<file path="config.mk">
export PLATFORM = sky130hd
export DESIGN_NAME = lcd_timing_ctrl
export DESIGN_NICKNAME = d
export VERILOG_FILES = /design/src/rtl/lcd_timing_ctrl.sv
export SDC_FILE = /design/constraint.sdc
export NUM_CORES = 1
export LEC_CHECK = 0
export CORE_ASPECT_RATIO = 0.5
export CORE_MARGIN = 5
export CORE_UTILIZATION = 40
export CTS_BUF_LIST = sky130_fd_sc_hd__clkbuf_4 sky130_fd_sc_hd__clkbuf_8
export CTS_CLUSTER_SIZE = 30
export DETAILED_ROUTE_END_ITERATION = 8
export PLACE_DENSITY = 0.69
export SLEW_MARGIN = 10
export SYNTH_ARGS = -nofsm -noshare
export SYNTH_HDL_FRONTEND = slang
export SYNTH_SLANG_ARGS = --single-unit
</file>
<file path="constraint.sdc">
create_clock -name iCLK -period 6.06 [get_ports iCLK]
set_clock_uncertainty 0.2 [all_clocks]
set_input_delay 0.909 -clock iCLK [delete_from_list [all_inputs] [get_ports iCLK]]
set_output_delay 0.909 -clock iCLK [all_outputs]
set_load 0.01 [all_outputs]
</file>
<file path="src/rtl/lcd_timing_ctrl.sv">
// LCD raster timing generator: active-low syncs, data enable, pixel source select
// (stream / solid / colour bars / blank) and a saturating stream-underflow counter.
module lcd_timing_ctrl #(
    parameter int H_ACTIVE  = 800,
    parameter int H_SYNC    = 30,
    parameter int H_BP      = 16,
    parameter int H_FP      = 210,
    parameter int V_ACTIVE  = 480,
    parameter int V_SYNC    = 13,
    parameter int V_BP      = 10,
    parameter int V_FP      = 22,
    parameter int FETCH_LAT = 2
) (
    input  logic        iCLK,
    input  logic        iRST,
    input  logic [1:0]  iMODE,
    input  logic [23:0] iSOLID,
    input  logic [23:0] iPIX,
    input  logic        iPIX_VALID,
    output logic        oREQ,
    output logic        oHD,
    output logic        oVD,
    output logic        oDE,
    output logic [7:0]  oLCD_R,
    output logic [7:0]  oLCD_G,
    output logic [7:0]  oLCD_B,
    output logic [10:0] oX,
    output logic [9:0]  oY,
    output logic        oNewFrame,
    output logic        oEndFrame,
    output logic [15:0] oUFLOW_CNT
);
    localparam int H_TOTAL = H_SYNC + H_BP + H_ACTIVE + H_FP;
    localparam int V_TOTAL = V_SYNC + V_BP + V_ACTIVE + V_FP;
    localparam int H_START = H_SYNC + H_BP;
    localparam int V_START = V_SYNC + V_BP;
    localparam int BAR_W   = H_ACTIVE / 8;

    localparam logic [10:0] X_LAST   = 11'(H_TOTAL - 1);
    localparam logic [10:0] X_SYNC   = 11'(H_SYNC);
    localparam logic [10:0] X_START  = 11'(H_START);
    localparam logic [10:0] X_END    = 11'(H_START + H_ACTIVE);
    localparam logic [10:0] X_LAST_A = 11'(H_START + H_ACTIVE - 1);
    localparam logic [11:0] XF_START = 12'(H_START);
    localparam logic [11:0] XF_END   = 12'(H_START + H_ACTIVE);
    localparam logic [11:0] XF_LAT   = 12'(FETCH_LAT);
    localparam logic [9:0]  Y_LAST   = 10'(V_TOTAL - 1);
    localparam logic [9:0]  Y_SYNC   = 10'(V_SYNC);
    localparam logic [9:0]  Y_START  = 10'(V_START);
    localparam logic [9:0]  Y_END    = 10'(V_START + V_ACTIVE);
    localparam logic [9:0]  Y_LAST_A = 10'(V_START + V_ACTIVE - 1);
    localparam logic [10:0] BAR_LAST = 11'(BAR_W - 1);

    logic [10:0] r_x;
    logic [9:0]  r_y;
    logic [1:0]  r_mode;
    logic [10:0] r_bar_cnt;
    logic [2:0]  r_bar_idx;
    logic        r_hd, r_vd, r_de, r_nf, r_ef;
    logic [23:0] r_rgb;
    logic [10:0] r_ox;
    logic [9:0]  r_oy;
    logic [15:0] r_uflow;

    logic        w_h_act, w_v_act, w_active, w_at_origin, w_fetch_act;
    logic [11:0] w_xf;
    logic [23:0] w_bar_rgb;
    logic [23:0] w_rgb;
    logic        w_uflow;

    assign w_h_act     = (r_x >= X_START) && (r_x < X_END);
    assign w_v_act     = (r_y >= Y_START) && (r_y < Y_END);
    assign w_active    = w_h_act && w_v_act;
    assign w_at_origin = (r_x == 11'd0) && (r_y == 10'd0);

    // Fetch look-ahead is not wrapped: positions past the line end are never active.
    assign w_xf        = {1'b0, r_x} + XF_LAT;
    assign w_fetch_act = (w_xf >= XF_START) && (w_xf < XF_END) && w_v_act;
    assign oREQ        = ~iRST & w_fetch_act & (r_mode == 2'd0);

    always_ff @(posedge iCLK) begin
        if (iRST) begin
            r_x <= '0;
            r_y <= '0;
        end else if (r_x == X_LAST) begin
            r_x <= '0;
            r_y <= (r_y == Y_LAST) ? 10'd0 : r_y + 10'd1;
        end else begin
            r_x <= r_x + 11'd1;
        end
    end

    always_ff @(posedge iCLK) begin
        if (iRST) begin
            r_mode <= 2'd3;
        end else if (w_at_origin) begin
            r_mode <= iMODE;
        end
    end

    // Bar position tracks the current pixel; cleared outside the active area so each line starts white.
    always_ff @(posedge iCLK) begin
        if (iRST || !w_active) begin
            r_bar_cnt <= '0;
            r_bar_idx <= '0;
        end else if (r_bar_cnt == BAR_LAST) begin
            r_bar_cnt <= '0;
            r_bar_idx <= r_bar_idx + 3'd1;
        end else begin
            r_bar_cnt <= r_bar_cnt + 11'd1;
        end
    end

    // Bar order white..black maps to R=~idx[1], G=~idx[2], B=~idx[0].
    assign w_bar_rgb = {{8{~r_bar_idx[1]}}, {8{~r_bar_idx[2]}}, {8{~r_bar_idx[0]}}};

    always_comb begin
        w_rgb   = '0;
        w_uflow = 1'b0;
        if (w_active) begin
            case (r_mode)
                2'd0: begin
                    if (iPIX_VALID) w_rgb = iPIX;
                    else            w_uflow = 1'b1;
                end
                2'd1:    w_rgb = iSOLID;
                2'd2:    w_rgb = w_bar_rgb;
                default: w_rgb = '0;
            endcase
        end
    end

    always_ff @(posedge iCLK) begin
        if (iRST) begin
            r_hd    <= 1'b1;
            r_vd    <= 1'b1;
            r_de    <= 1'b0;
            r_rgb   <= '0;
            r_ox    <= '0;
            r_oy    <= '0;
            r_nf    <= 1'b0;
            r_ef    <= 1'b0;
            r_uflow <= '0;
        end else begin
            r_hd  <= (r_x >= X_SYNC);
            r_vd  <= (r_y >= Y_SYNC);
            r_de  <= w_active;
            r_rgb <= w_rgb;
            r_ox  <= w_active ? (r_x - X_START) : 11'd0;
            r_oy  <= w_active ? (r_y - Y_START) : 10'd0;
            r_nf  <= w_at_origin;
            r_ef  <= (r_x == X_LAST_A) && (r_y == Y_LAST_A);
            if (w_uflow && (r_uflow != 16'hFFFF)) begin
                r_uflow <= r_uflow + 16'd1;
            end
        end
    end

    assign oHD        = r_hd;
    assign oVD        = r_vd;
    assign oDE        = r_de;
    assign oLCD_R     = r_rgb[23:16];
    assign oLCD_G     = r_rgb[15:8];
    assign oLCD_B     = r_rgb[7:0];
    assign oX         = r_ox;
    assign oY         = r_oy;
    assign oNewFrame  = r_nf;
    assign oEndFrame  = r_ef;
    assign oUFLOW_CNT = r_uflow;

endmodule

</file>
# Word-level counts from Yosys, hierarchy flattened
# Cells that the tools add are included.
dict set report classes {
  add_sub_neg 8
  n_reduce_logical 16
  n_mux 6
  n_lt_le_gt_ge 8
  eq_ne 8
  bitwise_logic 7
}
# operator count
set op_table {}
lappend op_table {{one-hot mux 24 bit (3 select lines)} 1}
lappend op_table {{2-to-1 mux 24 bit} 1}
lappend op_table {{adder 11 x 1 -> 11 bit, second input constant} 2}
lappend op_table {{adder 16 x 1 -> 16 bit, second input constant} 1}
lappend op_table {{!= test 16 bit, second input constant} 1}
lappend op_table {{adder 11 x 2 -> 12 bit, second input constant} 1}
lappend op_table {{greater-or-equal comparator 12 x 6 -> 1 bit, second input constant} 1}
lappend op_table {{less-than comparator 12 x 10 -> 1 bit, second input constant} 1}
lappend op_table {{== test 11 x 10 -> 1 bit, second input constant} 1}
lappend op_table {{== test 11 bit, second input constant} 1}
lappend op_table {{== test 11 x 7 -> 1 bit, second input constant} 1}
lappend op_table {{greater-or-equal comparator 11 x 5 -> 1 bit, second input constant} 1}
lappend op_table {{greater-or-equal comparator 11 x 6 -> 1 bit, second input constant} 1}
lappend op_table {{zero test 11 bit} 1}
lappend op_table {{less-than comparator 11 x 10 -> 1 bit, second input constant} 1}
lappend op_table {{subtractor 11 x 6 -> 11 bit, second input constant} 1}
lappend op_table {{adder 10 x 1 -> 10 bit, second input constant} 1}
lappend op_table {{== test 10 bit, second input constant} 1}
lappend op_table {{== test 10 x 9 -> 1 bit, second input constant} 1}
lappend op_table {{greater-or-equal comparator 10 x 4 -> 1 bit, second input constant} 1}
lappend op_table {{greater-or-equal comparator 10 x 5 -> 1 bit, second input constant} 1}
lappend op_table {{zero test 10 bit} 1}
lappend op_table {{less-than comparator 10 x 9 -> 1 bit, second input constant} 1}
lappend op_table {{2-to-1 mux 10 bit} 1}
lappend op_table {{other kinds (12)} 28}
dict set report totals {
  input_bits 53
  output_inout_bits 67
  regBits 103
  wordCells 67
}

# Longest topological paths before layout
# Gate-level depths: netlist of the first run.
dict set report logic_depth {
  word_depth 6
  depth_mapped 8
  ltp_nobuf 7
}

# Worst setup path after synthesis of the first run
# No wires, ideal clock.
dict set report synth_timing {
  kind {reg-to-output}
  from {register r_x[1]}
  to {output oREQ}
  slack_ns 2.923
  t_required_ns 4.951
  t_arrival_ns 2.028
  stages_incl_launch_ff 9
  path_buffers 1
  cell_sequence {dfxtp_1 -> clkbuf_1 -> inv_1 -> ha_1 -> nor2_1 -> a211o_1 -> o221ai_1 -> nand3_1 -> a221oi_1}
}
dict set report synth_between {
  elab_chain_cells 6
  elab_cells_between_ends 7
  classes_between {1 x add/sub; 2 x order compare; 2 x bitwise; 2 x reduce/logical}
}
# item line
set synth_rtl {}
lappend synth_rtl {{start: declaration} 54} ;# logic [10:0] r_x;
lappend synth_rtl {{start signal: assignment} 89} ;# r_x <= r_x + 11'd1;
lappend synth_rtl {{adder 11 x 2 -> 12 bit *} 77} ;# assign w_xf = {1'b0, r_x} + XF_LAT;
lappend synth_rtl {{net w_xf[1]} 66} ;# logic [11:0] w_xf;
lappend synth_rtl {{greater-or-equal comparator 12 x 6 -> 1 bit or less-than comparator 12 x 10 -> 1 bit (tied branches)} 78} ;# assign w_fetch_act = (w_xf >= XF_START) && (w_xf < XF_END) && w_v_act;
lappend synth_rtl {{logical AND 1 bit * (2 in a row)} 78}
lappend synth_rtl {{AND 1 bit * (2 in a row)} 79} ;# assign oREQ = ~iRST & w_fetch_act & (r_mode == 2'd0);
lappend synth_rtl {{end: declaration} 20} ;# output logic oREQ,
# Mark *: on every way through the listed nets, which the timed path passes. The rest lies on a longest branch.

# Worst setup path after layout of the first run
dict set report layout_timing {
  from {register r_x[3]}
  to {output oREQ}
}
dict set report layout_between {
  elab_chain_cells 6
  elab_cells_between_ends 7
  classes_between {1 x add/sub; 2 x order compare; 2 x bitwise; 2 x reduce/logical}
}
# item line
set layout_rtl {}
lappend layout_rtl {{adder 11 x 2 -> 12 bit *} 77}
lappend layout_rtl {{greater-or-equal comparator 12 x 6 -> 1 bit or less-than comparator 12 x 10 -> 1 bit (tied branches)} 78}
lappend layout_rtl {{logical AND 1 bit * (2 in a row)} 78}
lappend layout_rtl {{AND 1 bit * (2 in a row)} 79}
# Mark *: on every way between the ends. The rest lies on a longest branch, timed or not.

==> results_dict.tcl, run 1 <==
set metrics [dict create \
    maxClockFrequency_mhz 241 \
    clkPwrFrac_pct 34.3 \
    cts-resized-gates 0 \
    route.vias.total 4500 \
    overflow_after_grt 0 \
    dieArea_mm2 0.0147 \
    grt_pass1_vias 4237 \
    nFillCells 1092 \
    max-vdd-ir-drop_v 0.000103 \
    tritoncts "built" \
    die-height_um 88.4 \
    synth_area_per_inst_um2 8.58 \
    cts_post_setup_buffers_inserted 0 \
    worst_setup_path_start_kind "flop" \
    grt_pass1_wl_mm 21.3 \
    crit_fanout 16 \
    reg2reg_depth 7 \
    setup.reg_to_reg.worst_slack_ns 2.26 \
    grt_start_max_net_pins 47 \
    critical_path_start_end_classification "reg -> out" \
    final_area_mm2 0.00637 \
    max_cap_violations 0 \
    number_of_distinct_library_cells_after_synthesis 52 \
    p_sw_share_pct 25.4 \
    antenna_found_initial 0 \
    rows 28 \
    holdBufCountCts 0 \
    post_route_cells_drive_above_1_share_pct 5.50 \
    seq_area_mm2 0.00206 \
    place.gp.congestion 0.917 \
    clock_sink_total 103 \
    synth_warnings 0 \
    wl_per_cell_um 15.5 \
    total_net_switching_power_w 0.000303 \
    crit-reg2reg-launch "r_x[1]" \
    grt_setup_unrepaired "false" \
    layout.nets 734 \
    ys.flop_type "sky130_fd_sc_hd__dfxtp_1" \
    power_per_cell_area_mw_per_mm2 187 \
    worst_r2r_endpoint "r_bar_cnt[1]" \
    route.detailed.drc 0 \
    relSlewSlack_pct 34.6 \
    vias_per_cell 5.37 \
    share_seq_of_total_power_pct 57.8 \
    setup.worst_path.end "oREQ" \
    static-leakage-power_nw 2.25 \
    start_util_pct 41.3 \
    routed_wirelength_mm 13.0 \
    clock_h_tree_levels 3 \
    antenna_cells 0 \
    finalSetupViolations 0 \
    worst-endpoint-required_ns 4.95 \
    io_pins 120 \
    areaGrowthSynthToFinish_pct 29.7 \
    seq_area_frac_synth_pct 42.0 \
    die_extent_in_x_um 167 \
    ys_async_sr_fraction_pct 0 \
    status "completed" \
    syn-cell-area_mm2 0.00491 \
    endpoint_kind "primary output" \
    gr-usage-all-layers_pct 17.6 \
    maxSlewViolCount 0 \
    cp-startpoint "r_x[3]" \
    synth_fp_nets 639 \
    syn-instance-count 573 \
    detailed_place_hpwl_mm 9.20 \
    clkTransAtPathRegs_ns 0.10 \
    placed_cell_area_mm2 0.00619 \
    cp.arrival_ns 3.03 \
    drt_pre_antenna_iters 5 \
    synth_edf_count 0 \
    place.port_buffers 119 \
    final_report_hold_violation_count 0 \
    timing.final.crit_share_pct 68.4 \
    final.setup.tns_ns 0 \
    tritoncts.num_buffers 9 \
    ys_seq_elements 103 \
    cts_root_buf "sky130_fd_sc_hd__clkbuf_8" \
    cts_buffer_depth 2 \
    placeableCoreArea_mm2 0.0119 \
    intPower_w 0.000888 \
    drt_iter0_markers 323 \
    postRouteAntennaNets 0 \
    fin_crit_ns 4.14 \
    multi_input_combinational_cell_area_mm2 0.00268 \
    share_comb_of_total_power_pct 7.9 \
    min-delay-path-class "reg -> reg" \
    max_slew.worst_pin.slew_ns 0.981 \
    insertion_delay_ns 0.38 \
]
-- metrics by stage --
| stage | cells | total power [W] | hold WS (ns) | util (%) | setup slack (ns) |
|---|---|---|---|---|---|
| floorplan | 573 | 0.000747 | 0.230 | - | 2.92 |
| global placement | 822 | 0.000797 | 0.243 | 52.0 | 2.13 |
| detailed placement | 822 | 0.000798 | 0.253 | 52.0 | 2.10 |
| CTS | 838 | 0.00121 | 0.273 | 53.5 | 1.89 |
| global route | 838 | 0.00124 | 0.299 | 53.5 | 1.64 |
| finish | 838 | 0.00119 | 0.270 | 53.5 | 1.92 |
-- registers in the layout (all words and copies together) (netlist names), 2 cells and up --
| name | cells |
|---|---|
| oX | 11 |
| r_mode | 2 |
| oUFLOW_CNT | 16 |
| oY | 10 |
| r_y | 10 |
| r_rgb | 24 |
| r_bar_idx | 3 |
| r_bar_cnt | 11 |
| r_x | 11 |
-- how the worst min path moves through the flow --
stage / cells after the start / start / slack, ns / to
2_1_floorplan: 1 / r_bar_cnt[0] / 0.23 / r_bar_cnt[0]
3_3_place_gp: 1 / r_bar_cnt[0] / 0.24 / r_bar_cnt[0]
3_5_place_dp: 1 / r_bar_cnt[0] / 0.25 / r_bar_cnt[0]
4_1_cts: 1 / r_bar_cnt[0] / 0.27 / r_bar_cnt[0]
5_1_grt: 1 / r_bar_cnt[0] / 0.30 / r_bar_cnt[0]
6_report: 1 / r_bar_cnt[0] / 0.27 / r_bar_cnt[0]
-- cells in the mapped netlist, types with 2 or more instances --
cell type / count / area, um^2
sky130_fd_sc_hd__or4_4: 3 / 33.8
sky130_fd_sc_hd__a21oi_2: 2 / 17.5
sky130_fd_sc_hd__a211o_1: 3 / 26.3
sky130_fd_sc_hd__xnor2_1: 24 / 210
sky130_fd_sc_hd__dfxtp_1: 103 / 2060
sky130_fd_sc_hd__nor3b_1: 2 / 15.0
sky130_fd_sc_hd__nor2_1: 107 / 402
sky130_fd_sc_hd__o21ai_0: 11 / 55.1
sky130_fd_sc_hd__or3_1: 2 / 12.5
sky130_fd_sc_hd__nor4_1: 20 / 125
sky130_fd_sc_hd__buf_1: 3 / 11.3
sky130_fd_sc_hd__and3_1: 11 / 68.8
sky130_fd_sc_hd__xor2_1: 13 / 114
sky130_fd_sc_hd__nor4b_1: 4 / 35.0
sky130_fd_sc_hd__nor3_1: 14 / 70.1
sky130_fd_sc_hd__a21oi_1: 6 / 30.0
sky130_fd_sc_hd__ha_1: 13 / 163
sky130_fd_sc_hd__o31ai_1: 4 / 30.0
sky130_fd_sc_hd__nand3_1: 27 / 135
sky130_fd_sc_hd__a31oi_1: 3 / 18.8
sky130_fd_sc_hd__a221o_1: 2 / 20.0
sky130_fd_sc_hd__nand4_1: 14 / 87.6
sky130_fd_sc_hd__nor2b_1: 16 / 100
sky130_fd_sc_hd__a21o_1: 4 / 30.0
sky130_fd_sc_hd__clkbuf_1: 33 / 124
sky130_fd_sc_hd__o211ai_1: 3 / 22.5
sky130_fd_sc_hd__and4_1: 3 / 26.3
sky130_fd_sc_hd__mux2i_1: 4 / 40.0
sky130_fd_sc_hd__o21a_1: 4 / 30.0
sky130_fd_sc_hd__nand2_1: 28 / 105
sky130_fd_sc_hd__nand2b_1: 5 / 31.3
sky130_fd_sc_hd__and2_1: 9 / 56.3
sky130_fd_sc_hd__mux2_2: 11 / 124
sky130_fd_sc_hd__inv_1: 10 / 37.5
sky130_fd_sc_hd__or4_1: 8 / 60.1
sky130_fd_sc_hd__a221oi_1: 28 / 245
-- cells in the final DEF (no fill, tap or decap), drive strengths merged, types with 4 or more instances in the layout --
cell / synthesis / routed
o21ai: 11 / 11
o31ai: 4 / 4
o21a: 4 / 4
xor2: 13 / 13
or4: 11 / 11
dfxtp: 103 / 103
clkbuf: 33 / 9
mux2i: 4 / 4
nor4: 20 / 20
nor2b: 16 / 16
and2: 9 / 9
xnor2: 24 / 24
mux2: 11 / 11
and3: 11 / 11
clkdlybuf4s50: 0 / 119
a21oi: 8 / 8
a221oi: 28 / 28
nand2b: 5 / 5
nor3: 14 / 14
a21o: 4 / 4
nor4b: 4 / 4
nand4: 14 / 14
inv: 10 / 13
nand2: 28 / 28
nand3: 27 / 27
nor2: 107 / 107
ha: 13 / 13
-- power by group through the flow --
stage / Combinational [W] / Sequential [W] / Clock [W]
floorplan: 0.0000463 / 0.000700 / 0
global placement: 0.0000936 / 0.000704 / 0
detailed placement: 0.0000943 / 0.000704 / 0
CTS: 0.0000950 / 0.000688 / 0.000423
global route: 0.000104 / 0.000689 / 0.000450
finish: 0.0000938 / 0.000688 / 0.000409
-- cells by family after synthesis --
logic type	share of synthesized area (%)
compound gates	12.9
fa+ha+maj	3.31
xor+xnor	6.59
simple gates	28.1
mux	3.34
buf+inv	3.84
flops	42.0
-- cell type report --
| class | count | share of cell area [%] |
|---|---|---|
| multi-input cells | 422 | 42.0 |
| flip-flops and latches | 103 | 32.4 |
| repair buffers | 122 | 19.0 |
| well taps | 165 | 3.24 |
| clock buffers | 9 | 1.94 |
| clock inverters | 7 | 0.864 |
| inverters | 10 | 0.589 |
-- per-layer routing --
metal / part of all wire, % / track usage, % / up-vias
met5: 0 / 0 / -
met4: 1.9 / 5.42 / 0
met3: 6.7 / 4.73 / 19
met2: 44 / 28.2 / 159
met1: 48 / 23.7 / 2079
li1: - / - / 2243
-- critical path: stages, from the launching register on --
cell and delay, ns:
sky130_fd_sc_hd__dfxtp_1 0.67, sky130_fd_sc_hd__nand3_1 0.41, sky130_fd_sc_hd__nor3_1 0.34, sky130_fd_sc_hd__mux2i_1 0.23, sky130_fd_sc_hd__nand4_1 0.13, sky130_fd_sc_hd__a221oi_1 0.27
sky130_fd_sc_hd__clkdlybuf4s50_1 0.60
Note: power is estimated with default switching activity, not from simulation.
==> inputs of run 2 (changes only) <==
PLACE_DENSITY = 0.71   (was 0.69)
clock period = 3.35 ns   (was 6.06 ns; I/O delays follow)
==> run 2 against run 1 <==
Clock power up 110%. Cell count is 1.7% higher. Die area is the same. Setup slack got worse by 1.7 ns. Critical path depth up 1. Sequential share of layout area shrank 0.84 points. Sequential cell count is the same. Register-to-register slack got worse by 1.8 ns. Combinational power up 89%. Hold slack improved by 0.0033 ns. Critical path type unchanged. Largest cell class unchanged.
==> results_dict.tcl, run 2 (synthesis results as in run 1) <==
set metrics [dict create \
    place.gp.congestion 0.902 \
    fin_crit_ns 3.18 \
    worst_setup_path_start_kind "flop" \
    top_signal_layer_used "met4" \
    hold_path_end "r_bar_cnt[0]" \
    maxClockFrequency_mhz 314 \
    placeableCoreArea_mm2 0.0119 \
    finalSetupViolations 0 \
    worstHoldStart "r_bar_cnt[0]" \
    finalHoldWorstSlack_ns 0.273 \
    wl_per_cell_um 15.4 \
    postRouteAntennaNets 0 \
    areaGrowthSynthToFinish_pct 33.2 \
    clkTransAtPathRegs_ns 0.11 \
    relSlewSlack_pct 30.3 \
    die_extent_in_x_um 167 \
    cts_root_buf "sky130_fd_sc_hd__clkbuf_8" \
    crit_buf_inv 1 \
    largest_register_ff_count 24 \
    cts_post_setup_buffers_inserted 0 \
    static-leakage-power_nw 2.34 \
    critical_path.top_delay_family "compound AO/OA/AOI/OAI gates" \
    wl_met3_um 860 \
    route.vias.total 4623 \
    endpoint_kind "primary output" \
    maxSlewViolCount 0 \
    clock_h_tree_levels 3 \
    cp.arrival_ns 2.48 \
    antenna_found_initial 0 \
    final_report_hold_violation_count 0 \
    start_util_pct 41.3 \
    route.detailed.drc 0 \
    gr-usage-all-layers_pct 17.5 \
    place.port_buffers 119 \
    post_route_cells_drive_above_1_share_pct 8.01 \
    min-delay-path-class "reg -> reg" \
    dieArea_mm2 0.0147 \
    layout.cells.most_common_list "118 x sky130_fd_sc_hd__clkdlybuf4s50_1, 107 x sky130_fd_sc_hd__nor2_1, 102 x sky130_fd_sc_hd__dfxtp_1" \
    worst_r2r_endpoint "oUFLOW_CNT[5]" \
    critPathMaxStageDelay_ns 0.38 \
    insertion_delay_ns 0.39 \
    vias_per_cell 5.43 \
    critical_path.cell_chain "ha_1 -> a21o_1 -> and2_1 -> a21oi_1 -> nand4_1 -> a221oi_1 -> dlygate4sd2_1" \
    route.layer.met1.wl_mm 6.33 \
    die-height_um 88.4 \
    layout.cells.most_common "sky130_fd_sc_hd__clkdlybuf4s50_1" \
    power_per_cell_area_mw_per_mm2 346 \
    timing.final.crit_share_pct 94.9 \
    worst-endpoint-required_ns 2.65 \
    dr_wl_met2_mm 5.86 \
    rows 28 \
    overflow_after_grt 0 \
    grt_pass1_vias 4209 \
    routed_wirelength_mm 13.2 \
    max_slew.worst_pin.slew_ns 1.04 \
    critical_path_start_end_classification "reg -> out" \
    clock_sink_total 103 \
    detailed_place_hpwl_mm 9.40 \
    io_pins 120 \
    antenna_cells 0 \
    layout.nets 748 \
    status "completed" \
    hold_path_depth 1 \
    holdBufCountCts 0 \
    crit_path_top_delay_cell "sky130_fd_sc_hd__dfxtp_1" \
    cts_buffer_depth 2 \
    grt_start_max_net_pins 37 \
    crit_fanout 7 \
    reg2reg_depth 6 \
    max_cap_violations 0 \
    max-vdd-ir-drop_v 0.000166 \
    max_flop_register "r_rgb" \
    setup.reg_to_reg.worst_slack_ns 0.45 \
    grt_setup_unrepaired "false" \
    tritoncts "built" \
    crit-reg2reg-launch "r_x[2]" \
    tritoncts.num_buffers 9 \
    grt_pass1_wl_mm 21.3 \
    drt_iter0_markers 341 \
    drt_pre_antenna_iters 5 \
    final.setup.tns_ns 0 \
]
## run 2: cell types whose count changed in the layout (fill, tap and decap cells not counted), sizes merged
cell	previous run	this run
buf	3	17
dlygate4sd2	0	1
clkinv	3	2
bufinv	0	1
clkdlybuf4s50	119	118
## run 2: worst max-delay path by stage
stage	cells after the start	to	start	slack (ns)
detailed placement	7	oREQ	r_x[2]	0.17
CTS	7	oREQ	r_x[2]	0.13
global placement	7	oREQ	r_x[2]	0.23
global route	7	oREQ	r_x[2]	0.01
floorplan	8	oREQ	r_x[1]	0.62
finish	7	oREQ	r_y[1]	0.17
## run 2: layout make-up
class / count / area (um^2)
Multi-Input combinational cell: 422 / 2700
Tap cell: 165 / 206
Fill cell: 1125 / 5360
Clock inverter: 7 / 91.3
Inverter: 10 / 37.5
Timing Repair Buffer: 136 / 1330
Clock buffer: 9 / 124
Sequential cell: 103 / 2060
## run 2: power breakdown
group	leakage (nW)	switching [W]	internal, W
registers	0.832	0.0000109	0.00123
clock network	0.105	0.000478	0.000364
logic	1.41	0.0000792	0.0000980
total	2.34	0.000569	0.00169
## run 2: per-layer routing
metal	GRT usage, %	vias to the layer above
li1	-	2273
met1	23.7	2172
met2	28.8	168
met3	4.60	10
met4	3.64	0
met5	0	-
## run 2: per-stage QoR
step	area (um^2)	utilization, %	instances	setup WS [ns]	total power, W
2_1_floorplan	4910	-	573	0.620	0.00135
3_5_place_dp	6310	53.0	836	0.166	0.00145
6_report	6550	55.0	852	0.170	0.00226
3_3_place_gp	6310	53.0	836	0.231	0.00144
4_1_cts	6540	54.9	852	0.132	0.00228
5_1_grt	6550	55.0	852	0.0106	0.00235
## run 2: repair_timing
item                       4_1_cts  5_1_grt
gates resized for setup          3        2
setup endpoints to repair        1        1
pin swaps                        0        0
==> inputs of run 3 (changes only) <==
CTS_CLUSTER_SIZE = not set   (was 30)
==> results of run 3 <==
Final layout, timing and power as in run 2 (identical DEF).
==> RTL change: new RTL, config.mk and constraints of run 3 <==
Register the input `iPIX_VALID` before use, without a reset. The logic sees it one clock later. The other inputs are not delayed to match.
--- a/src/rtl/lcd_timing_ctrl.sv
+++ b/src/rtl/lcd_timing_ctrl.sv
@@ -51,4 +51,10 @@
     localparam logic [9:0]  Y_LAST_A = 10'(V_START + V_ACTIVE - 1);
     localparam logic [10:0] BAR_LAST = 11'(BAR_W - 1);
+
+    logic iPIX_VALID_q;
+
+    always_ff @(posedge iCLK) begin
+        iPIX_VALID_q <= iPIX_VALID;
+    end
 
     logic [10:0] r_x;
@@ -121,5 +127,5 @@
             case (r_mode)
                 2'd0: begin
-                    if (iPIX_VALID) w_rgb = iPIX;
+                    if (iPIX_VALID_q) w_rgb = iPIX;
                     else            w_uflow = 1'b1;
                 end
Formal check against the unedited RTL: no difference found for any inputs over 10 cycles, from zero or initial values and one cycle with iRST high; that may be too few to reach the edited logic, so the function may still have changed.
==> RTL change against run 3 <==
Sequential cell count up 1. Power up 1.4%. Cell area up 0.73%. Critical path depth unchanged. Sequential share of layout area up 0.076 points. Area after synthesis up 0.41%. Worst setup slack better by 17 ps. Die area up 0.37%. Global-route usage about the same. Routed wire length up 1.8%. Highest routed layer unchanged.
==> RTL change: results (changes against run 3) <==
stage,metric,value,unit,change
outcome,status,finished clean,,
critical_path,max incr delay on CP,490,ps,+110 ps
global_route,largest net degree at the start of global routing,38,,+2.7%
placement,placed cell count,842,,+0.72%
global_route,Total GRT Usage,0.176,,+0.000497
global_route,met2 Track Usage GR,0.282,,-0.00630
critical_path,cells on worst reg2reg path,7,,+1
power,Seq pwr share,0.547,,-0.002
power,Clk pwr share,0.374,,+0.002
detailed_routing,met3 routed wirelength,967,µm,+12%
power,Max VDD drop,0.191,mV,+15%
synth,Synth Area in Adders,0.0330,,-0.000134
placement,Place WS,257,ps,+91.0 ps
detailed_routing,M1 WL,6450,µm,+1.9%
synth,dominant cells by area after synthesis,"dfxtp_1 42%, nor2_1 8.1%, a221oi_1 5.0%",,
detailed_routing,wire per inst,15.6,µm,+1.1%
sta,Fin Hold WS,276,ps,+3.09 ps
detailed_routing,metal2 WL,5870,µm,+0.12%
synth,compound-gate portion of the synthesized area,0.128,,-0.000523
critical_path,"Arr. time, crit path",2460,ps,-20 ps
synth,Synth top cells by count,"107 x nor2_1, 104 x dfxtp_1, 33 x clkbuf_1",,
synth,XOR/XNOR Fraction of Synth Area,0.0657,,-0.000267
synth,synthesized netlist cell count,574,,+0.17%
power,sw frac,0.252,,+0.00107
power,Pwr Density,348,nW/µm²,+0.68%
detailed_routing,initial drt markers,359,,+5.3%
critical_path,"CP delay by family, top",flip-flops,,
global_route,met1 Use GR,0.244,,+0.00665
global_route,first-pass GRT wire length,21200,µm,-0.55%
synth,post-synthesis sequential area ratio,0.422,,+0.00235
final_layout,Fill cells,1081,,-3.9%
-- RTL change: cell types whose count changed after synthesis, sizes merged --
cell	delta
dfxtp	+1
-- RTL change: cell type report --
class | count | area (µm²) | area share
multi-input cells | 422 | 2700 | 0.409
repair buffers | 141 | 1360 | 0.205
flip-flops and latches | 104 | 2080 | 0.316
inverters | 10 | 37.5 | 0.00569
clock inverters | 7 | 92.6 | 0.0140
clock buffers | 9 | 124 | 0.0188
well taps | 165 | 206 | 0.0313
-- RTL change: repair_timing --
item / in CTS / in global routing
gates resized for setup: 4 / 2
pin swaps: 0 / 0
hold buffers: 0 / 0
endpoints found under the setup margin: 1 / 1
endpoints found under the hold margin: 0 / 0
-- RTL change: worst max path at each step --
stage / start / to / slack (ps) / depth (start not counted)
floorplan: r_x[1] / oREQ / 620 / 8
global placement: r_x[2] / oREQ / 260 / 7
detailed placement: r_x[2] / oREQ / 260 / 7
CTS: r_x[2] / oREQ / 130 / 7
global route: r_x[2] / oREQ / 30 / 7
finish: r_x[2] / oREQ / 190 / 7
